File: config.mk
export PLATFORM = sky130hd
export DESIGN_NAME = time_keeper
export DESIGN_NICKNAME = d
export VERILOG_FILES = /design/src/rtl/time_pkg.sv /design/src/rtl/tick_gen.sv /design/src/rtl/time_keeper.sv
export SDC_FILE = /design/constraint.sdc
export NUM_CORES = 1
export LEC_CHECK = 0
export CAP_MARGIN = 20
export CORE_MARGIN = 4
export CORE_UTILIZATION = 58
export CTS_BUF_LIST = sky130_fd_sc_hd__clkbuf_4 sky130_fd_sc_hd__clkbuf_8 sky130_fd_sc_hd__clkbuf_16
export DETAILED_ROUTE_END_ITERATION = 12
export GPL_TIMING_DRIVEN = 1
export HOLD_SLACK_MARGIN = 0.02
export PLACE_DENSITY = 0.82
export SKIP_LAST_GASP = 1
export SYNTH_ARGS = -nofsm -noshare
export SYNTH_HDL_FRONTEND = slang
export SYNTH_SLANG_ARGS = --single-unit
File: constraint.sdc
create_clock -name clk -period 7 [get_ports clk]
set_clock_uncertainty 0.15 [all_clocks]
set_input_delay 2.1 -clock clk [delete_from_list [all_inputs] [get_ports clk]]
set_output_delay 2.1 -clock clk [all_outputs]
set_load 0.005 [all_outputs]
File: src/rtl/time_pkg.sv
// Shared constants, set-FSM state type and load range check for the time keeper.
// Hour range follows TIME_24H_EN (defined: 0..23, undefined: 1..12).
package time_pkg;

  localparam logic [7:0] SEC_MAX = 8'd59;
  localparam logic [7:0] MIN_MAX = 8'd59;

`ifdef TIME_24H_EN
  localparam logic [7:0] HOUR_MIN = 8'd0;
  localparam logic [7:0] HOUR_MAX = 8'd23;
  localparam logic [7:0] HOUR_RST = 8'd0;
`else
  localparam logic [7:0] HOUR_MIN = 8'd1;
  localparam logic [7:0] HOUR_MAX = 8'd12;
  localparam logic [7:0] HOUR_RST = 8'd12;
`endif

  typedef enum logic [0:0] {
    ST_IDLE   = 1'b0,
    ST_COMMIT = 1'b1
  } set_state_e;

  // The 24h lower bound is zero, so only the 12h build needs a lower-bound test.
  function automatic logic fields_ok(input logic [7:0] s, input logic [7:0] m,
                                     input logic [7:0] h);
    logic hour_ok;
`ifdef TIME_24H_EN
    hour_ok = (h <= HOUR_MAX);
`else
    hour_ok = (h >= HOUR_MIN) && (h <= HOUR_MAX);
`endif
    return (s <= SEC_MAX) && (m <= MIN_MAX) && hour_ok;
  endfunction

endpackage

File: src/rtl/tick_gen.sv
// Second prescaler: counts 0..SYSCLKHZ-1 while enabled, with a synchronous clear.
// sec_due flags that the coming edge wraps the prescaler and completes a second.
module tick_gen #(
  parameter int SYSCLKHZ = 5000_0000
) (
  input  logic clk,
  input  logic rst_n,
  input  logic en,
  input  logic clr,
  output logic sec_due
);

  localparam int CNT_W = (SYSCLKHZ > 1) ? $clog2(SYSCLKHZ) : 1;
  localparam logic [CNT_W-1:0] CNT_LAST = CNT_W'(SYSCLKHZ - 1);

  logic [CNT_W-1:0] count_r;
  logic             at_last_s;

  // Wrap detection on the current count.
  always_comb begin
    at_last_s = (count_r == CNT_LAST);
    sec_due   = en && at_last_s;
  end

  // Prescaler register; a clear wins over counting.
  always_ff @(posedge clk or negedge rst_n) begin
    if (!rst_n) begin
      count_r <= {CNT_W{1'b0}};
    end else if (clr) begin
      count_r <= {CNT_W{1'b0}};
    end else if (en) begin
      if (at_last_s) begin
        count_r <= {CNT_W{1'b0}};
      end else begin
        count_r <= count_r + {{(CNT_W-1){1'b0}}, 1'b1};
      end
    end else begin
      count_r <= count_r;
    end
  end

endmodule

File: src/rtl/time_keeper.sv
// Real-time clock (sec/min/hour) with a ready/valid time-load port and tick strobes.
// Build option TIME_24H_EN selects 24-hour counting instead of 12-hour.
module time_keeper
  import time_pkg::*;
#(
  parameter int SYSCLKHZ = 5000_0000
) (
  input  logic       clk,
  input  logic       Rst_n,
  input  logic       En,
  input  logic       set_valid,
  output logic       set_ready,
  input  logic [7:0] set_sec,
  input  logic [7:0] set_min,
  input  logic [7:0] set_hour,
  output logic       set_err,
  output logic [7:0] sec_data,
  output logic [7:0] min_data,
  output logic [7:0] hour_data,
  output logic       sec_tick,
  output logic       min_tick
);

  set_state_e state_r;
  set_state_e state_nxt_s;

  logic [7:0] sec_r, min_r, hour_r;
  logic [7:0] sec_nxt_s, min_nxt_s, hour_nxt_s;
  logic       set_ready_r, set_err_r, sec_tick_r, min_tick_r;
  logic       xfer_s, load_s, reject_s, sec_due_s, advance_s, sec_wrap_s, min_wrap_s;

  tick_gen #(
    .SYSCLKHZ(SYSCLKHZ)
  ) u_tick_gen (
    .clk    (clk),
    .rst_n  (Rst_n),
    .en     (En),
    .clr    (load_s),
    .sec_due(sec_due_s)
  );

  // Handshake decode; any accepted request suppresses a coincident advance.
  always_comb begin
    xfer_s     = set_valid && (state_r == ST_IDLE);
    load_s     = xfer_s && fields_ok(set_sec, set_min, set_hour);
    reject_s   = xfer_s && !load_s;
    advance_s  = sec_due_s && !xfer_s;
    sec_wrap_s = (sec_r == SEC_MAX);
    min_wrap_s = (min_r == MIN_MAX);
  end

  // Next time value: load, ripple-carry advance, or hold.
  always_comb begin
    sec_nxt_s  = sec_r;
    min_nxt_s  = min_r;
    hour_nxt_s = hour_r;
    if (load_s) begin
      sec_nxt_s  = set_sec;
      min_nxt_s  = set_min;
      hour_nxt_s = set_hour;
    end else if (advance_s) begin
      if (sec_wrap_s) begin
        sec_nxt_s = 8'd0;
        if (min_wrap_s) begin
          min_nxt_s = 8'd0;
          if (hour_r == HOUR_MAX) begin
            hour_nxt_s = HOUR_MIN;
          end else begin
            hour_nxt_s = hour_r + 8'd1;
          end
        end else begin
          min_nxt_s = min_r + 8'd1;
        end
      end else begin
        sec_nxt_s = sec_r + 8'd1;
      end
    end else begin
      sec_nxt_s = sec_r;
    end
  end

  // Set-FSM next state: COMMIT lasts exactly one cycle after any transfer.
  always_comb begin
    state_nxt_s = state_r;
    case (state_r)
      ST_IDLE: begin
        if (xfer_s) begin
          state_nxt_s = ST_COMMIT;
        end else begin
          state_nxt_s = ST_IDLE;
        end
      end
      ST_COMMIT: state_nxt_s = ST_IDLE;
      default:   state_nxt_s = ST_IDLE;
    endcase
  end

  // State, time and strobe registers.
  always_ff @(posedge clk or negedge Rst_n) begin
    if (!Rst_n) begin
      state_r     <= ST_IDLE;
      set_ready_r <= 1'b1;
      set_err_r   <= 1'b0;
      sec_tick_r  <= 1'b0;
      min_tick_r  <= 1'b0;
      sec_r       <= 8'd0;
      min_r       <= 8'd0;
      hour_r      <= HOUR_RST;
    end else begin
      state_r     <= state_nxt_s;
      set_ready_r <= (state_nxt_s == ST_IDLE);
      set_err_r   <= reject_s;
      sec_tick_r  <= advance_s;
      min_tick_r  <= advance_s && sec_wrap_s;
      sec_r       <= sec_nxt_s;
      min_r       <= min_nxt_s;
      hour_r      <= hour_nxt_s;
    end
  end

  assign set_ready = set_ready_r;
  assign set_err   = set_err_r;
  assign sec_tick  = sec_tick_r;
  assign min_tick  = min_tick_r;
  assign sec_data  = sec_r;
  assign min_data  = min_r;
  assign hour_data = hour_r;

endmodule

# == Yosys cells after proc, flatten, opt, wreduce, memory -nomap -nowiden ==
# Cells that the tools add are included.
# word_totals
elab_cells,57
regBits,55
latchBits,0
rom_bits,0
ram_bits,0
n_memories,0
# classes
n_bitwise,2
n_reduce_logical,17
shift,0
n_mux,17
add_sub_neg,4
eq_ne,4
mul,0
n_lt_le_gt_ge,4
div_mod_pow,0
# op_table
cell,n
8-bit 2-to-1 mux,12
26-bit 2-to-1 mux,3
26-bit by 1-bit adder with 26-bit output (second input constant),1
26-bit == test (second input constant),1
8-bit by 1-bit adder with 8-bit output (second input constant),3
8-bit by 6-bit == test with 1-bit output (second input constant),2
8-bit by 6-bit less-or-equal comparator with 1-bit output (second input constant),2
1-bit logical AND,9
8-bit by 4-bit == test with 1-bit output (second input constant),1
8-bit by 1-bit greater-or-equal comparator with 1-bit output (second input constant),1
8-bit by 4-bit less-or-equal comparator with 1-bit output (second input constant),1
2-bit nonzero test,4
3-bit AND reduction,1
1-bit logical NOT,2
1-bit inverter,2
1-bit case mux with 2 select lines,1
2-bit AND reduction,1
1-bit 2-to-1 mux,1

# == Depth between registers and ports, before layout ==
# Gate-level depths: netlist of the first run.
# depth
ltp_word,6
ltp_mapped,9
depth_no_buf,7

# == By module ==
# Synthesis of the first run repeated with hierarchy kept, for this count alone.
# unflattened
hier_cells,366
area_unflattened_um2,3326.9
# modules_own_cells
mod,seq_area_each_um2,area_each_um2,cells_each,n_inst
time_keeper,729.4,1775.5,193,1
tick_gen,650.6,1551.5,173,1

# == Least setup slack after synthesis of the first run ==
# OpenSTA, ideal clock, no wires.
# synth_timing
path_type,input port to flip-flop
startpoint,in set_hour[3]
endpoint,reg u_tick_gen.count_r[3]
arrival_time_ns,3.667
setup_slack_ns,3.105
cell_stages,7
setup_ns,0.078
cell_sequence,or4_1 and3_1 a21oi_1 buf_2 buf_2 o21ai_0 a21oi_1
# synth_between
elab_chain_cells,5
elab_cells_between_ends,7
# synth_lines
item,line,text
start: declaration,time_keeper.sv:15,"input logic [7:0] set_hour,"
8-bit by 1-bit greater-or-equal comparator with 1-bit output or 8-bit by 4-bit less-or-equal comparator with 1-bit output (tied branches),time_pkg.sv:30,hour_ok = (h >= HOUR_MIN) && (h <= HOUR_MAX);
1-bit logical AND (*),time_pkg.sv:30,
1-bit logical AND (*),time_pkg.sv:32,return (s <= SEC_MAX) && (m <= MIN_MAX) && hour_ok;
1-bit logical AND (*),time_keeper.sv:45,"load_s = xfer_s && fields_ok(set_sec, set_min, set_hour);"
26-bit 2-to-1 mux or 2-bit nonzero test (tied branches),n/a,
end signal: assignment,tick_gen.sv:28,count_r <= {CNT_W{1'b0}};
end signal: assignment,tick_gen.sv:30,count_r <= {CNT_W{1'b0}};
end signal: assignment,tick_gen.sv:33,count_r <= {CNT_W{1'b0}};
end: declaration,tick_gen.sv:16,logic [CNT_W-1:0] count_r;
# Every way passes the cells marked *; elsewhere a longest branch is shown, timed or not.
# A chain may end at the register's enable or synchronous reset.

# == Final worst setup path of the first run ==
# layout_timing
startpoint,in En
endpoint,"reg hour_r[0], in the netlist hour_data[0]"
# layout_between
elab_chain_cells,4
# layout_lines
item,line,text
start: declaration,time_keeper.sv:10,"input logic En,"
1-bit logical AND,tick_gen.sv:22,sec_due = en && at_last_s;
1-bit logical AND,time_keeper.sv:47,advance_s = sec_due_s && !xfer_s;
2-bit nonzero test (no line),n/a,
3-bit AND reduction (no line),n/a,
end signal: assignment,time_keeper.sv:117,hour_r <= hour_nxt_s;
end: declaration,time_keeper.sv:27,"logic [7:0] sec_r, min_r, hour_r;"
# Every way passes these cells.

==> summary.md, run 1 <==
| Metric | Value |
|---|---|
| Outcome | `complete, no violations` |
| Clock power frac | `28.8%` |
| Fill cell count | `399` |
| Gate power share | `13.0%` |
| Layout Nets | `456` |
| Initial Util | `60.1%` |
| Synth-to-layout area growth | `21.1%` |
| Ys async rst share | `100%` |
| Synth area leaders | `dfrtp_1 (39%), nand2_1 (4.0%), nand3_1 (3.8%)` |
| Post-synth EDFFs | `0` |
| H-tree levels | `2` |
| Arrival @ worst endpoint | `4910 ps` |
| Detail Route Antenna Nets | `0` |
| Hold Crit Class | `flip-flop to flip-flop` |
| CTS hold repair buffers | `0` |
| Core footprint | `5510 um^2` |
| Sequential area share after synthesis | `41.7%` |
| Family with the most delay on the worst path | `buffers and inverters` |
| Layout cells sized above 1 | `7.31%` |
| R2R Path End | `hour_data[0]$_DFFE_PN0P_` |
| Cell with the most instances after synthesis | `dfrtp_1` |
| Resize count post-CTS | `0` |
| Sw frac | `28.4%` |
| Detailed-placement wirelength estimate | `6.47 mm` |
| Reg2Reg Setup Slack | `4110 ps` |
| Routed WL | `9.06 mm` |
| Global-route wire length before repair | `14.9 mm` |
| Pint | `0.459 mW` |
| Worst IR drop on VDD | `0.0922 mV` |
| Place WS | `1880 ps` |
| Die width | `83.6 um` |
| Leak pwr | `1.56 nW` |
| Die Span Y | `83.6 um` |
| Min Hold Slack | `396 ps` |
| # diodes | `0` |
| Peak Freq | `0.207 GHz` |
| # Post-CTS Setup Buffers | `0` |
| Syn nets | `405` |
| Yosys top cell by area | `dfrtp_1` |
| Worst path cell trace | `clkdlybuf4s50_1 > inv_1 > nor3_1 > nand4_2 > inv_1 > a211oi_1 > a211oi_1` |
| Most frequently used flop master after synthesis | `dfrtp_1` |
| Num rows | `27` |
| Routed len/inst | `18.3 um` |
| CTS sink count | `55` |
| Warnings, synthesis | `0` |
| Final worst path period share | `69.1%` |
| GPL Wtd Cong | `0.915` |
| CP max stage delay | `830 ps` |
| Clock tree buffer depth | `2` |
| TNS Setup | `0 ps` |
| Pwr/cell area | `160 nW/um^2` |
| Synth top cells by count | `dfrtp_1 (52), nand2_1 (35), nor2_1 (30)` |
| Initial antenna violation count | `0` |
| Rel. slew slack | `27.0%` |
| Switching power total | `0.182 mW` |
| Count of different cell masters after synthesis | `52` |
| Synth Area in Compound Gates | `15.8%` |
| Vias in the first global route | `3172` |
| TritonCTS clock tree | `built` |
| Total track usage | `25.8%` |
| Die ar. | `6980 um^2` |
| Worst setup EP type | `flip-flop` |
| Skew-Pair Late Insertion Delay | `310 ps` |
| Crit path from | `En` |
| Synth Instances | `372` |
| CTS root buffer | `clkbuf_8` |
| Sequential power share | `58.2%` |
| Detailed Route Iter0 Violations | `340` |
| Multiplexer share of the synthesized area | `3.70%` |
| Slowest stage cell, crit path | `clkdlybuf4s50_1` |
| Max-Cap Viols | `0` |
| DRC viols | `0` |
| Vias per cell | `6.57` |
| Synth Area in XOR/XNOR | `1.32%` |
| Clock slew seen by the registers of the worst setup and hold paths | `110 ps` |
| Cell Area, Synth | `3310 um^2` |
| Post-route setup slack | `2160 ps` |
| Io pins | `56` |
| Total CTS buffers | `5` |
| Startpoint types | `primary input` |
| Total Power | `0.641 mW` |
| WP buf/inv | `3` |
| WP depth | `7` |
| R2R depth | `6` |
| Largest net degree at the start of global routing | `56` |
| Port buffer count | `55` |
| Worst path required time | `7070 ps` |
| Max Slew Vio Count | `0` |
| Simple-Gate Fraction of Synth Area | `32.4%` |
| #FFs+latches synth | `55` |
| Setup CP Type | `primary input to flip-flop` |
| Final Hold Fails | `0` |
| Util after Layout | `72.8%` |
| Maximum fanout along the worst path | `18` |
| Crit path to | `hour_data[0]$_DFFE_PN0P_` |
| Synth Area in Adders | `1.89%` |
| Largest family of logic cells by synthesized area | `simple AND/OR/NAND/NOR gates` |
| Overflow after GRT | `0` |
| Unrepaired setup endpoints after global routing | `false` |
| Synth top area share | `39.3%` |
| Worst Max-Slew Pin Slew | `1090 ps` |
| Synth Area per Inst | `8.90 um^2` |
| Vias | `3259` |
| Setup violations, final | `0` |
| FF-to-FF Start | `u_tick_gen.count_r[7]$_DFFE_PN0P_` |
| Drt pass-1 iters | `6` |
| Min Tclk post-route | `4840 ps` |
==> worst min path at each step <==
stage                     cells past startpoint                            endpoint                          startpoint
after floorplan                               1  u_tick_gen.count_r[23]$_DFFE_PN0P_  u_tick_gen.count_r[23]$_DFFE_PN0P_
after global placement                        1             sec_data[7]$_DFFE_PN0P_             sec_data[7]$_DFFE_PN0P_
after detailed placement                      1             sec_data[7]$_DFFE_PN0P_             sec_data[7]$_DFFE_PN0P_
after CTS                                     1             sec_data[7]$_DFFE_PN0P_             sec_data[7]$_DFFE_PN0P_
after global routing                          1             sec_data[7]$_DFFE_PN0P_             sec_data[7]$_DFFE_PN0P_
final                                         1             sec_data[7]$_DFFE_PN0P_             sec_data[7]$_DFFE_PN0P_
==> cell usage in the layout, fill, tap and decap left out, types with 3 or more instances in the layout <==
master / instances
a31oi_1: 10
and3_1: 6
nor2_1: 30
ha_1: 5
mux2i_1: 10
o31ai_1: 13
nor3_1: 11
clkbuf_8: 5
inv_1: 9
dfstp_2: 3
dfrtp_1: 52
clkdlybuf4s50_1: 54
buf_4: 5
nand4_1: 15
nand3_1: 25
xnor2_1: 3
or3_1: 13
nor4_1: 9
a21oi_1: 19
nand2_1: 35
or4_1: 10
nor4b_1: 8
a31o_2: 4
o211ai_1: 3
o21ai_0: 18
and4_1: 6
==> stage by stage <==
step | instance area [um^2] | cells
after floorplan | 3310 | 372
final | 4010 | 496
after global placement | 3920 | 488
after CTS | 4010 | 496
after global routing | 4010 | 496
after detailed placement | 3920 | 488
==> state kept, by name, indices dropped and copies added, names as in the netlist <==
name and flops:
min_tick 1, state_r 1, sec_data 8, set_ready 1, min_data 8, u_tick_gen.count_r 26, sec_tick 1, hour_data 8
set_err 1
==> layout make-up <==
class / instances / area, um^2 / area share (%)
clock inverters: 3 / 22.5 / 0.562
clock buffers: 5 / 68.8 / 1.72
repair buffers: 60 / 583 / 14.5
multi-input cells: 292 / 1830 / 45.7
inverters: 9 / 33.8 / 0.843
well taps: 72 / 90.1 / 2.25
flip-flops and latches: 55 / 1380 / 34.4
==> cells by family after synthesis <==
logic type / count (synthesis)
buf+inv: 25
fa+ha+maj: 5
xor+xnor: 5
mux: 12
flops: 55
simple gates: 189
compound gates: 81
==> power groups by stage <==
stage	combinational, mW	clock [mW]	sequential, mW
final	0.0835	0.184	0.373
after global routing	0.0947	0.204	0.376
after global placement	0.0812	0	0.376
after CTS	0.0843	0.185	0.371
after floorplan	0.0424	0	0.371
after detailed placement	0.0839	0	0.377
==> routing by layer <==
| layer | GRT usage (%) | part of all wire [%] | vias to the layer above |
|---|---|---|---|
| met1 | 34.5 | 44 | 1582 |
| met4 | 7.02 | 1.3 | 0 |
| met3 | 4.44 | 6.5 | 16 |
| li1 | - | - | 1523 |
| met5 | 0 | 0 | - |
| met2 | 43.4 | 48 | 138 |
==> worst register-to-register path: cells and delay by family, from the launching register on <==
family / cells / cell delay, ps
and+or+nand+nor: 3 / 1290
buffers and inverters: 1 / 490
DFF: 1 / 480
AOI/OAI and AO/OA: 2 / 400
Power figures use the tool's default switching activity.
==> run 2, diff against run 1 <==
- CORE_UTILIZATION: 58 -> 48
- PLACE_DENSITY: 0.82 -> 0.72
- clock period: 7 -> 4 ns (I/O delays scaled with it)
==> run 2 against run 1 <==
Clock power grew 72%. Worst hold slack is essentially flat. Sequential share of layout area shrank 0.38 points. Via count shrank 1.4%. Routed wire length grew 2.2%. Critical path type unchanged. Largest cell class unchanged.
==> summary.md, run 2 (synthesis results as in run 1) <==
| Metric | Value |
|---|---|
| Final Hold Fails | `0` |
| WP buf/inv | `3` |
| Post-route setup slack | `574 ps` |
| Place WS | `301 ps` |
| Placed insts | `501` |
| Total track usage | `22.8%` |
| Clock tree buffer depth | `2` |
| Drt pass-1 iters | `5` |
| Max reg flops | `26` |
| Min Tclk post-route | `3430 ps` |
| H-tree levels | `2` |
| Global-route wire length before repair | `15.6 mm` |
| Final worst path period share | `85.6%` |
| Total CTS buffers | `5` |
| Leak pwr | `1.59 nW` |
| Synth-to-layout area growth | `22.4%` |
| Sequential power share | `58.4%` |
| Area taken by multi-input logic gates | `1830 um^2` |
| Max-Cap Viols | `0` |
| Largest register by flop count | `u_tick_gen.count_r` |
| Cell repeated most along the worst path | `inv_1` |
| Max Slew Vio Count | `0` |
| # diodes | `0` |
| Routed len/inst | `18.2 um` |
| DRC viols | `0` |
| Pwr/cell area | `276 nW/um^2` |
| Crit path from | `En` |
| Commonest non-fill, non-tap cell in the layout | `clkdlybuf4s50_1` |
| Sw frac | `27.2%` |
| Initial antenna violation count | `0` |
| Rel. slew slack | `31.6%` |
| Maximum fanout along the worst path | `18` |
| Most frequent cells in the layout | `clkdlybuf4s50_1 (54), dfrtp_1 (52), nand2_1 (35)` |
| Layout Nets | `461` |
| Die Span Y | `91.1 um` |
| Die ar. | `8290 um^2` |
| Fill cell count | `608` |
| FF-to-FF Start | `sec_data[0]$_DFFE_PN0P_` |
| Largest net degree at the start of global routing | `37` |
| Worst path cell trace | `clkdlybuf4s50_1 > inv_1 > nor3_1 > nand4_2 > inv_1 > mux2i_1 > a21bo_2` |
| Unrepaired setup endpoints after global routing | `false` |
| CTS hold repair buffers | `0` |
| Skew-Pair Late Insertion Delay | `300 ps` |
| Overflow after GRT | `0` |
| TNS Setup | `0 ps` |
| Peak Freq | `0.292 GHz` |
| Clock power frac | `28.3%` |
| Port buffer count | `55` |
| Startpoint types | `primary input` |
| Num rows | `30` |
| Worst Max-Slew Pin Slew | `1020 ps` |
| Arrival @ worst endpoint | `3480 ps` |
| GPL Wtd Cong | `0.929` |
| CTS sink count | `55` |
| Seq. cell area | `1380 um^2` |
| Worst IR drop on VDD | `0.120 mV` |
| Switching power total | `0.304 mW` |
| Hold path startpoint | `sec_data[7]$_DFFE_PN0P_` |
| CTS root buffer | `clkbuf_8` |
| TritonCTS clock tree | `built` |
| Slowest stage cell, crit path | `inv_1` |
| Resize count post-CTS | `0` |
| Pint | `0.814 mW` |
| Worst setup EP type | `flip-flop` |
| Setup CP Type | `primary input to flip-flop` |
| Total Power | `1.12 mW` |
| Util after Layout | `60.0%` |
| Layout cells sized above 1 | `8.39%` |
| Core footprint | `6760 um^2` |
| Finished Layout Cells | `509` |
| CP max stage delay | `490 ps` |
| Detail Route Antenna Nets | `0` |
| Routed WL | `9.27 mm` |
| Vias per cell | `6.31` |
| Worst path required time | `4050 ps` |
| Family with the most delay on the worst path | `buffers and inverters` |
| Setup violations, final | `0` |
| Vias in the first global route | `3139` |
| Detailed Route Iter0 Violations | `230` |
| Gate power share | `13.3%` |
| Initial Util | `49.0%` |
| Detailed-placement wirelength estimate | `6.73 mm` |
| Clock slew seen by the registers of the worst setup and hold paths | `100 ps` |
| Vias | `3212` |
| # Post-CTS Setup Buffers | `0` |
| Outcome | `complete, no violations` |
| Hold Crit Class | `flip-flop to flip-flop` |
| Die width | `91.1 um` |
| Io pins | `56` |
## run 2: cell types whose count changed in the layout (fill, tap and decap cells not counted)
cell      before  now
clkbuf_4       0    2
inv_6          2    0
buf_4          5   10
## run 2: path summary, 6_finish.rpt
path                                                      to  slack [ps]  cells after the start
max in group asynchronous                set_ready$_DFF_PN1_        2150                      2
setup / recovery                     min_data[7]$_DFFE_PN0P_         570                      7
hold reg to reg                      sec_data[7]$_DFFE_PN0P_         400                      1
hold / removal                       sec_data[7]$_DFFE_PN0P_         400                      1
min in group asynchronous  u_tick_gen.count_r[4]$_DFFE_PN0P_         690                      1
setup reg to reg                     min_data[7]$_DFFE_PN0P_        1080                      7
## run 2: area by class of cell
cell class	instances	area share [%]
multi-input combinational	292	45.2
sequential	55	34.0
timing repair buffer	65	15.3
tap	80	2.47
clock buffer	7	2.07
inverter	9	0.833
clock inverter	1	0.123
## run 2: per-layer routing
metal  track usage [%]  wire (um)  up-vias
li1                  -          -     1535
met1              32.1       4300     1548
met2              36.6       4360      122
met3              3.89        531        7
met4              5.65         70        0
met5                 0          0        -
## run 2: power by group through the flow
stage          logic [mW]  registers (mW)  clock network (mW)
2_1_floorplan      0.0743           0.649                   0
3_3_place_gp        0.146           0.661                   0
3_5_place_dp        0.150           0.663                   0
4_1_cts             0.151           0.652               0.324
5_1_grt             0.168           0.661               0.350
6_report            0.149           0.653               0.316
## run 2: stage by stage
step / hold WS [ps] / instance area (um^2)
after detailed placement: 377 / 3970
after CTS: 391 / 4050
final: 395 / 4050
after floorplan: 349 / 3310
after global routing: 422 / 4050
after global placement: 371 / 3970
